<file path="config.mk">
export PLATFORM = sky130hd
export DESIGN_NAME = block_serializer
export DESIGN_NICKNAME = d
export VERILOG_FILES = /design/src/rtl/block_serializer.sv
export SDC_FILE = /design/constraint.sdc
export NUM_CORES = 1
export LEC_CHECK = 0
export ABC_AREA = 1
export CAP_MARGIN = 20
export CORE_ASPECT_RATIO = 1.25
export CORE_MARGIN = 1
export CORE_UTILIZATION = 40
export CTS_BUF_LIST = sky130_fd_sc_hd__clkbuf_8
export DETAILED_ROUTE_END_ITERATION = 12
export GPL_TIMING_DRIVEN = 0
export PLACE_DENSITY_LB_ADDON = 0.05
export SETUP_SLACK_MARGIN = 0.05
export SLEW_MARGIN = 20
export SYNTH_ARGS = -nofsm -noshare
export SYNTH_HDL_FRONTEND = slang
export SYNTH_SLANG_ARGS = --single-unit
export TNS_END_PERCENT = 50
</file>
<file path="constraint.sdc">
create_clock -name clk -period 1.7 [get_ports clk]
set_input_delay 0.17 -clock clk [delete_from_list [all_inputs] [get_ports clk]]
set_output_delay 0.17 -clock clk [all_outputs]
set_load 0.05 [all_outputs]
</file>
<file path="src/rtl/block_serializer.sv">
// Block serializer: takes a 128-bit block (e.g. AES core output) on a
// valid/ready handshake and emits it as 16 bytes on an AXI-Stream style
// byte interface. Back-to-back blocks stream with no bubble.
//
// Optional feature: define BLOCK_SERIALIZER_TLAST_EN to add the m_axis_tlast
// output, which flags the final byte of each block.
//
// Reset is synchronous and active-low (reset == 0 clears all state).

module block_serializer #(
  // 1: byte 0 is block_data[127:120]; 0: byte 0 is block_data[7:0]
  parameter int unsigned FIRST_BYTE_MSB = 1
) (
  input  logic         clk,
  input  logic         reset,
  input  logic [127:0] block_data,
  input  logic         block_valid,
  output logic         block_ready,
  output logic [7:0]   m_axis_tdata,
  output logic         m_axis_tvalid,
  input  logic         m_axis_tready
`ifdef BLOCK_SERIALIZER_TLAST_EN
  ,
  output logic         m_axis_tlast
`endif
);

  typedef enum logic [0:0] {
    StIdle,
    StSend
  } state_e;

  state_e         state_q, state_d;
  logic [3:0]     cnt_q, cnt_d;
  logic [127:0]   hold_q, hold_d;

  logic           last_byte;
  logic           blk_hs;
  logic           byte_hs;
  logic [3:0]     byte_idx;
  logic [7:0]     sel_byte;

  assign last_byte = (cnt_q == 4'd15);
  assign blk_hs    = block_valid && block_ready;
  assign byte_hs   = m_axis_tvalid && m_axis_tready;

  // Map the byte counter onto a byte lane of the held block.
  always_comb begin
    if (FIRST_BYTE_MSB != 0) begin
      byte_idx = 4'd15 - cnt_q;
    end else begin
      byte_idx = cnt_q;
    end
    sel_byte = hold_q[{byte_idx, 3'b000} +: 8];
  end

  // State, byte counter and holding register; synchronous active-low reset.
  always_ff @(posedge clk) begin
    if (!reset) begin
      state_q <= StIdle;
      cnt_q   <= 4'd0;
      hold_q  <= 128'd0;
    end else begin
      state_q <= state_d;
      cnt_q   <= cnt_d;
      hold_q  <= hold_d;
    end
  end

  // Next-state logic: capture on block handshake, advance on byte handshake.
  always_comb begin
    state_d = state_q;
    cnt_d   = cnt_q;
    hold_d  = hold_q;
    unique case (state_q)
      StIdle: begin
        if (blk_hs) begin
          hold_d  = block_data;
          cnt_d   = 4'd0;
          state_d = StSend;
        end
      end
      StSend: begin
        if (byte_hs) begin
          if (last_byte) begin
            if (blk_hs) begin
              // Zero-bubble reload: next block starts right after byte 15.
              hold_d  = block_data;
              cnt_d   = 4'd0;
              state_d = StSend;
            end else begin
              cnt_d   = 4'd0;
              state_d = StIdle;
            end
          end else begin
            cnt_d = cnt_q + 4'd1;
          end
        end
      end
      default: begin
        state_d = StIdle;
      end
    endcase
  end

  // Outputs: ready is combinational from reset and m_axis_tready so a new
  // block can be taken on the same edge as the final byte handshake.
  always_comb begin
    block_ready   = 1'b0;
    m_axis_tvalid = 1'b0;
    m_axis_tdata  = 8'h00;
`ifdef BLOCK_SERIALIZER_TLAST_EN
    m_axis_tlast  = 1'b0;
`endif
    unique case (state_q)
      StIdle: begin
        block_ready = reset;
      end
      StSend: begin
        m_axis_tvalid = 1'b1;
        m_axis_tdata  = sel_byte;
        block_ready   = reset && last_byte && m_axis_tready;
`ifdef BLOCK_SERIALIZER_TLAST_EN
        m_axis_tlast  = last_byte;
`endif
      end
      default: begin
        block_ready = 1'b0;
      end
    endcase
  end

endmodule

</file>
==> out/results.txt, run 1 <==
Status - complete, but fails checks
Violated checks - setup timing
Worst path arrival time - 2020 ps
Clock latency on the worst-skew pair - 460 ps
Setup WS pre-CTS - -1040 ps
Final min period - 2190 ps
Setup ws final - -491 ps
Vias in the first global route - 6,381
H-tree levels - 4
Final setup skew - 5.57 ps
Iter 0 DRT Violations - 451
Layout cells sized above 1 - 17.3%
First-pass GRT wire length - 31,600 um
Post-synthesis sequential area ratio - 41.7%
CP endpoint kind - output port
Initial antenna violation count - 0
CP startpoint kind - flip-flop
Design area - 9500 sq um
Initial Utilization - 41.0%
Avg Vias per Cell - 5.01
TritonCTS clock tree - done
Ports - 142
Hold Buf Count CTS - 0
Worst hold path class - in2reg
Distinct cells, synth - 16
Synth area leader - dfxtp_1
Syn Inst Count - 979
Post-DP HPWL - 15,400 um
Port Buffers - 140
Commonest non-fill, non-tap cells in the layout - nand2_1, nand3_1, dfxtp_1, clkdlybuf4s50_1, inv_1
Tightest Pin Transition - 834 ps
F_max - 456 MHz
Final setup fails - 137
Critical path peak fanout - 10
Required time of the critical path - 1530 ps
Top cell type's share of synthesized area - 41.7%
Die Y - 143 um
Root Driver - clkbuf_8
CTS Sinks - 133
PwrDens - 829 nW/um^2
Global Route Usage Sum - 25.6%
Synthesized area - 6380 sq um
Die area - 16,500 sq um
Die W - 115 um
DR vias - 6,903
Max capacitance violation total - 0
Final period utilization - 129%
Area growth from synthesis to final layout - 48.9%
Largest net degree at the start of global routing - 17
Area of the core - 15,600 sq um
WL/cell - 15.4 um
Number of synthesis warnings - 0
Hold slack - 161 ps
Inserted Diodes - 0
Routability cong. - 0.952
Residual overflow from global routing - 0
Bufs on Longest Clock Path - 2
Synth top area cells - dfxtp_1, nand3_1, nand2_1
Final wirelength - 21,200 um
Synth Register Bits - 133
Post-detailed-route count of antenna-violating nets - 0
Syn_nets - 1,112
Pleak - 4.40 nW
Total CTS buffers - 17
Relative slew slack - 44.4%
Avg Cell Area, Syn - 6.52 sq um
RSZ-0062 raised after global routing - true
Most common cell after layout, fill and taps aside - nand2_1
WS Path Type - reg2out
Hold Vio Cnt, Final - 0
FP Rows - 51
Placed Area - 8150 sq um
TritonRoute pass-1 iters - 5
Worst vdd ir - 0.472 mV
DRC viols - 0
Core Util, Final - 61.0%
Final Slew Violations - 0
Fin nets - 1,285
Worst-path clk slew - 70 ps
==> path summary, 6_finish.rpt <==
kind | from | to | slack (ps) | depth (start not counted)
max | cnt_q[0]$_SDFFE_PN0P_ | m_axis_tdata[3] | -490 | 9
min | reset | cnt_q[1]$_SDFFE_PN0P_ | 160 | 3
max reg2reg | cnt_q[0]$_SDFFE_PN0P_ | hold_q[65]$_SDFFE_PN0P_ | -230 | 13
min reg2reg | hold_q[127]$_SDFFE_PN0P_ | hold_q[127]$_SDFFE_PN0P_ | 460 | 2
==> state kept, by name, summed over array words and instances, names as in the netlist <==
signal and cells:
state_q 1, cnt_q 4, hold_q 128
==> cell usage after synthesis (all sizes together) <==
master	count
nor2	1
xor2	1
ha	1
clkbuf	34
dfxtp	133
clkinv	2
buf	48
nand3	339
inv	74
a21oi	13
o21ai	5
nand2	328
==> report_power, final <==
group | internal (mW) | switching, mW
Combinational | 0.776 | 0.878
Clock | 1.48 | 1.29
Sequential | 3.33 | 0.126
==> final cells by class <==
type | count | area (sq um)
Fill cell | 1558 | 6070
Inverter | 76 | 303
Timing Repair inverter | 1 | 8.76
Buffer | 81 | 716
Multi-Input combinational cell | 688 | 3540
Clock buffer | 18 | 248
Timing Repair Buffer | 154 | 1600
Sequential cell | 133 | 2660
Tap cell | 212 | 265
Clock inverter | 14 | 160
==> routing by layer <==
layer  vias up  global-route usage [%]  share of wire [%]
met3        57                    4.03                4.2
met2       212                    44.1                 49
met1      3107                    29.8                 42
met5         -                       0                  0
li1       3527                       -                  -
met4         0                    15.4                4.7
==> repair_timing <==
item / 4_1_cts / 5_1_grt
pin swaps: 35 / 32
gates resized for setup: 197 / 73
endpoints found under the setup margin: 130 / 139
setup buffers: 7 / 3
gates cloned: 3 / 2
hold endpoints to repair: 0 / 0
==> critical path: stages (launching register included) <==
cell	delay (ps)
dfxtp_2	340
clkbuf_16	180
buf_12	150
buf_12	140
nand2_1	70
nand3_1	110
nand3_2	100
nand3_2	110
a21oi_4	180
buf_6	180
==> logic make-up (layout without fill, tap and decap cells) <==
family,count (synthesis),after routing,synth area share [%]
adder cells (fa/ha/maj),1,1,0.196
AND/OR/NAND/NOR,668,668,46.1
AO/OA/AOI/OAI,18,18,1.41
XOR/XNOR,1,1,0.137
buffers and inverters,158,344,10.5
flip-flops,133,133,41.7
==> through the flow <==
step	instances	TNS [ps]	power [mW]
after floorplan	979	0	4.26
after global placement	1331	-45680	4.87
after detailed placement	1331	-46550	4.88
after CTS	1373	-18050	7.79
after global routing	1377	-40780	8.20
final	1377	-30580	7.87
Note: power is estimated with default switching activity, not from simulation.
==> run 2, diff against run 1 <==
--- a/config.mk
+++ b/config.mk
@@ -9,12 +9,13 @@
 export CAP_MARGIN = 20
 export CORE_ASPECT_RATIO = 1.25
 export CORE_MARGIN = 1
-export CORE_UTILIZATION = 40
+export CORE_UTILIZATION = 52
 export CTS_BUF_LIST = sky130_fd_sc_hd__clkbuf_8
 export DETAILED_ROUTE_END_ITERATION = 12
 export GPL_TIMING_DRIVEN = 0
 export PLACE_DENSITY_LB_ADDON = 0.05
 export SETUP_SLACK_MARGIN = 0.05
+export SKIP_CTS_REPAIR_TIMING = 1
 export SLEW_MARGIN = 20
 export SYNTH_ARGS = -nofsm -noshare
 export SYNTH_HDL_FRONTEND = slang
==> run 2 against run 1 <==
The flow still finishes with violations (setup timing). Via count increased by 4.7%. Flip-flop and latch count unchanged. Maximum frequency decreased by 0.21%. Largest cell class unchanged. Largest power group unchanged. Highest routed layer unchanged.
==> out/results.txt, run 2 (synthesis gave the netlist of run 1 again) <==
Initial antenna violation count - 0 (unchanged)
Global Route Usage Sum - 31.7% (+6.1 points)
Stages on worst setup path - 10 (+1)
Die Y - 126 um (-12%)
Layout cells sized above 1 - 14.3% (-3.1 points)
Total CTS buffers - 17 (unchanged)
RSZ-0062 raised after global routing - true
Vias in the first global route - 6,621 (+3.8%)
Clock power share - 39.5% (+4.4 points)
Required time of the critical path - 1530 ps (about the same)
Switching Share - 27.4% (-1.7 points)
M2 GR Usage - 55.0% (+11 points)
Worst hold path class - in2reg
Final min period - 2200 ps (+4.60 ps)
FF+latch area - 2660 sq um (unchanged)
CP max stage cell - dfxtp_2
Placed Area - 8080 sq um (-0.78%)
Pleak - 4.38 nW (-0.41%)
DRC viols - 0 (unchanged)
Final setup fails - 137 (unchanged)
Bufs on Longest Clock Path - 2 (unchanged)
Top reg by flops - hold_q
Met3 GRT Util - 4.94% (+0.91 points)
Pint - 6.10 mW (+9.3%)
Worst vdd ir - 0.724 mV (+54%)
WL/cell - 16.2 um (+5.3%)
Layout filler cell count - 907 (-42%)
CTS Sinks - 133 (unchanged)
Die area - 12,700 sq um (-23%)
Largest stage delay, worst path - 370 ps (+30 ps)
Final setup skew - 10.9 ps (+5.29 ps)
Root Driver - clkbuf_8
Setup ws final - -495 ps (-4.60 ps)
Most common cell after layout, fill and taps aside - nand2_1
Area of the core - 11,800 sq um (-24%)
Clock latency on the worst-skew pair - 450 ps (about the same)
WS Path Type - reg2out
Combinational power share - 19.4% (-1.6 points)
Port Buffers - 140 (unchanged)
CP endpoint kind - output port
Critical path peak fanout - 6 (-4)
Design area - 9350 sq um (-1.6%)
Seq pwr share - 41.1% (-2.8 points)
Largest register FFs - 128 (unchanged)
Final Slew Violations - 0 (unchanged)
First-pass GRT wire length - 31,000 um (-2.0%)
TritonCTS clock tree - done
FP Rows - 44 (-14%)
Final non-filler cell total - 1,323 (-3.9%)
Post-detailed-route count of antenna-violating nets - 0 (unchanged)
Commonest non-fill, non-tap cells in the layout - nand2_1, nand3_1, dfxtp_1, clkdlybuf4s50_1, inv_1
Worst path arrival time - 2030 ps (about the same)
Worst hold path depth - 3 (unchanged)
Post-DP HPWL - 14,500 um (-5.4%)
R2R depth - 12 (-1)
TritonRoute pass-1 iters - 9 (+4)
Routability cong. - 0.969 (+1.7%)
Multi-input gate area - 3380 sq um (-4.6%)
Inserted Diodes - 0 (unchanged)
PwrDens - 900 nW/um^2 (+8.5%)
Ports - 142 (unchanged)
GRT busiest layer - met2
CP delay by family, top - buffers and inverters
Hold Vio Cnt, Final - 0 (unchanged)
Switching pwr - 2.31 mW (+0.63%)
Area growth from synthesis to final layout - 46.5%
Top Registers - hold_q: 128 flops, cnt_q: 4 flops, state_q: 1 flops
Initial Utilization - 54.2% (+13 points)
Final period utilization - 129% (+0.27 points)
Fin Setup TNS - -35,010 ps (-4430 ps)
Die W - 101 um (-12%)
Status - complete, but fails checks
CP startpoint kind - flip-flop
Iter 0 DRT Violations - 622 (+38%)
Worst-path clk slew - 80 ps (about the same)
F_max - 456 MHz (-0.21%)
Worst-path cell chain - buf_12, buf_12, buf_12, nand2_1, nand2_1, nand2_1, nand3_1, nand3_2, a21oi_4, buf_6
Tightest Pin Transition - 827 ps (-6.89 ps)
Relative slew slack - 44.9% (+0.46 points)
DP Cell Count - 1,280 (-3.8%)
CP bufs+invs - 4 (unchanged)
Max capacitance violation total - 0 (unchanged)
Largest net degree at the start of global routing - 17 (unchanged)
Residual overflow from global routing - 0 (unchanged)
Fin nets - 1,282 (-0.23%)
H-tree levels - 4 (unchanged)
GR Layer Usage met1 - 36.9% (+7.2 points)
DR vias - 7,230 (+4.7%)
Final wirelength - 21,500 um (+1.2%)
Violated checks - setup timing
Avg Vias per Cell - 5.46 (+9.0%)
==> run 2: cell types whose count changed in the layout (fill, tap and decap cells not counted), sizes merged, moves of 3 or more <==
cell	before	now
clkbuf	51	47
clkinv	9	4
bufinv	3	6
buf	71	74
==> run 2: routing by layer <==
layer | vias up | wire [um]
li1 | 3529 | -
met5 | - | 0
met3 | 100 | 1540
met2 | 374 | 10600
met1 | 3227 | 8340
met4 | 0 | 1040
==> run 2: area by class of cell <==
| class | instances | share of cell area, % |
|---|---|---|
| Multi-Input combinational cell | 688 | 36.1 |
| Sequential cell | 133 | 28.5 |
| Timing Repair Buffer | 150 | 16.9 |
| Buffer | 82 | 7.68 |
| Inverter | 76 | 3.23 |
| Clock buffer | 20 | 2.94 |
| Clock inverter | 12 | 2.38 |
| Tap cell | 161 | 2.15 |
| Timing Repair inverter | 1 | 0.0937 |
==> run 2: worst paths after layout <==
kind	from	end	slack (ps)
setup / recovery	cnt_q[0]$_SDFFE_PN0P_	m_axis_tdata[7]	-500
hold / removal	reset	cnt_q[3]$_SDFFE_PN0P_	150
setup reg to reg	cnt_q[0]$_SDFFE_PN0P_	hold_q[65]$_SDFFE_PN0P_	-320
hold reg to reg	hold_q[28]$_SDFFE_PN0P_	hold_q[28]$_SDFFE_PN0P_	470
==> run 2: per-stage QoR <==
step,util [%],hold slack (ps),setup WS (ps),power [mW]
after floorplan,-,308,50.9,4.26
after global placement,68.6,452,-966,4.84
after detailed placement,68.6,456,-953,4.86
after CTS,72.8,124,-1440,8.11
after global routing,79.3,154,-538,8.67
final,79.3,150,-495,8.41
==> run 2: worst register-to-register path, stage by stage, from the launching register on <==
cell	delay, ps
dfxtp_2	370
buf_4	120
ha_2	190
nand3_1	110
o21ai_1	170
inv_2	70
nor2_4	190
buf_6	140
nand2_4	70
clkbuf_16	190
buf_6	140
nand3_1	100
nand2_1	70
==> run 2: power by group through the flow <==
stage	logic, mW	registers [mW]	clock network [mW]
floorplan	0.772	3.49	0
global placement	1.32	3.51	0
detailed placement	1.34	3.52	0
CTS	1.35	3.45	3.31
global route	1.75	3.47	3.45
finish	1.63	3.46	3.32
==> run 3, diff against run 2 <==
--- a/config.mk
+++ b/config.mk
@@ -8,7 +8,7 @@
 export ABC_AREA = 1
 export CAP_MARGIN = 20
 export CORE_ASPECT_RATIO = 1.25
-export CORE_MARGIN = 1
+export CORE_MARGIN = 2
 export CORE_UTILIZATION = 52
 export CTS_BUF_LIST = sky130_fd_sc_hd__clkbuf_8
 export DETAILED_ROUTE_END_ITERATION = 12
==> run 3 against run 2 <==
Register-to-register slack improved by 220 ps. Final cell count decreased by 0.23%. Highest routed layer unchanged. Sequential share of layout area increased by 1.0 points. Final area decreased by 3.5%. Hold slack got worse by 5.8 ps. The run still ends with setup timing left. Power decreased by 11%. Worst setup slack improved by 15 ps. Combinational power decreased by 6%. Utilization decreased by 4.5 points. Via count decreased by 3.4%.
==> out/results.txt, run 3 (synthesis gave the netlist of run 1 again) <==
Max capacitance violation total - 0 (unchanged)
WS Path Type - reg2out
Vias in the first global route - 6,294 (-4.9%)
Largest register FFs - 128 (unchanged)
Die Y - 128 um (+1.6%)
Post-DP HPWL - 14,500 um (about the same)
Status - complete, but fails checks
Layout cells sized above 1 - 13.4% (-0.88 points)
DRC viols - 0 (unchanged)
Top Registers - hold_q: 128 flops, cnt_q: 4 flops, state_q: 1 flops
Relative slew slack - 53.3% (+8.5 points)
GRT busiest layer - met2
Setup WS pre-CTS - -1000 ps (-51.6 ps)
F_max - 459 MHz (+0.68%)
Worst path arrival time - 2010 ps (-20 ps)
Total CTS buffers - 17 (unchanged)
Global Route Usage Sum - 29.6% (-2.1 points)
Initial Utilization - 52.9% (-1.2 points)
Fin nets - 1,277 (-0.39%)
CTS Sinks - 133 (unchanged)
Final wirelength - 19,900 um (-7.2%)
Tot Pwr - 7.51 mW (-11%)
Final setup fails - 129 (-5.8%)
Die W - 103 um (+2.0%)
Critical path peak fanout - 6 (unchanged)
Violated checks - setup timing
Initial antenna violation count - 0 (unchanged)
Final period utilization - 128% (-0.88 points)
Post-detailed-route count of antenna-violating nets - 0 (unchanged)
Die area - 13,200 sq um (+3.6%)
Commonest non-fill, non-tap cells in the layout - nand2_1, nand3_1, dfxtp_1, clkdlybuf4s50_1, inv_1
Bufs on Longest Clock Path - 2 (unchanged)
M2 GR Usage - 51.0% (-4.0 points)
Iter 0 DRT Violations - 445 (-28%)
Ports - 142 (unchanged)
DP Cell Count - 1,283 (+0.23%)
Core Util, Final - 74.9% (-4.5 points)
Residual overflow from global routing - 0 (unchanged)
Hold Vio Cnt, Final - 0 (unchanged)
WL/cell - 15.1 um (-7.0%)
Tightest Pin Transition - 700 ps (-127 ps)
Worst-path clk slew - 80 ps (about the same)
Final Slew Violations - 0 (unchanged)
H-tree levels - 4 (unchanged)
Worst hold path class - in2reg
Avg Vias per Cell - 5.29 (-3.2%)
First-pass GRT wire length - 29,800 um (-3.7%)
Final non-filler cell total - 1,320 (-0.23%)
FP Rows - 45 (+2.3%)
RSZ-0062 raised after global routing - true
CP startpoint kind - flip-flop
Routability cong. - 0.934 (-3.6%)
CP endpoint kind - output port
Required time of the critical path - 1530 ps (about the same)
Clock latency on the worst-skew pair - 450 ps (about the same)
Final setup skew - 9.52 ps (-1.34 ps)
Area growth from synthesis to final layout - 41.4%
TritonCTS clock tree - done
Port Buffers - 140 (unchanged)
Area of the core - 12,000 sq um (+2.3%)
Inserted Diodes - 0 (unchanged)
TritonRoute pass-1 iters - 5 (-4)
Setup ws final - -480 ps (+14.9 ps)
Largest net degree at the start of global routing - 17 (unchanged)
Met3 GRT Util - 4.91% (-0.032 points)
Top reg by flops - hold_q
Final min period - 2180 ps (-14.9 ps)
PwrDens - 833 nW/um^2 (-7.4%)
DR vias - 6,984 (-3.4%)
Pleak - 4.20 nW (-4.0%)
GR Layer Usage met1 - 36.0% (-0.93 points)
Most common cell after layout, fill and taps aside - nand2_1
Worst vdd ir - 0.480 mV (-34%)
Root Driver - clkbuf_8
-- run 3: cell count changes in the layout (fill, tap and decap cells not counted), sizes merged --
cell	previous run	this run
buf	74	60
clkbuf	47	54
bufinv	6	1
clkinvlp	1	5
clkinv	4	6
-- run 3: worst paths after layout --
kind / startpoint / endpoint / slack, ps / cells past startpoint
worst max-delay path: cnt_q[0]$_SDFFE_PN0P_ / m_axis_tdata[2] / -480 / 9
worst min-delay path: reset / cnt_q[3]$_SDFFE_PN0P_ / 140 / 3
worst max register to register: cnt_q[0]$_SDFFE_PN0P_ / hold_q[56]$_SDFFE_PN0P_ / -100 / 10
worst min register to register: hold_q[15]$_SDFFE_PN0P_ / hold_q[15]$_SDFFE_PN0P_ / 470 / 2
-- run 3: through the flow --
step           hold WS, ps  cell area [sq um]  TNS (ps)
6_report               144               9020    -12560
5_1_grt                155               9020    -29830
4_1_cts                129               8460    -22630
3_5_place_dp           458               8090    -40460
3_3_place_gp           452               8090    -40030
2_1_floorplan          308               6480         0
-- run 3: layout make-up --
type / count / area (sq um)
Multi-Input combinational cell: 688 / 3360
Fill cell: 1031 / 3030
Sequential cell: 133 / 2660
Timing Repair Buffer: 145 / 1520
Buffer: 82 / 592
Inverter: 76 / 303
Clock buffer: 18 / 248
Tap cell: 164 / 205
Clock inverter: 13 / 123
Timing Repair inverter: 1 / 11.3
-- run 3: critical path, stage by stage (launching register included) --
cell     delay [ps]
dfxtp_2         340
buf_12          150
buf_12          150
buf_12          130
nand2_1          90
nand3_1         100
nand3_2          90
nand3_2         120
a21oi_4         200
buf_6           180
-- run 3: layer usage --
metal	vias up	wire length (um)
met5	-	0
met4	0	660
met3	56	1150
met2	255	9950
met1	3162	8180
li1	3511	-
-- run 3: where the power goes --
part           internal [mW]  leakage, nW  total, mW  switching (mW)
Clock                   1.20        0.178       2.53            1.33
Sequential              3.33         1.09       3.46           0.126
Combinational          0.701         2.93       1.53           0.824
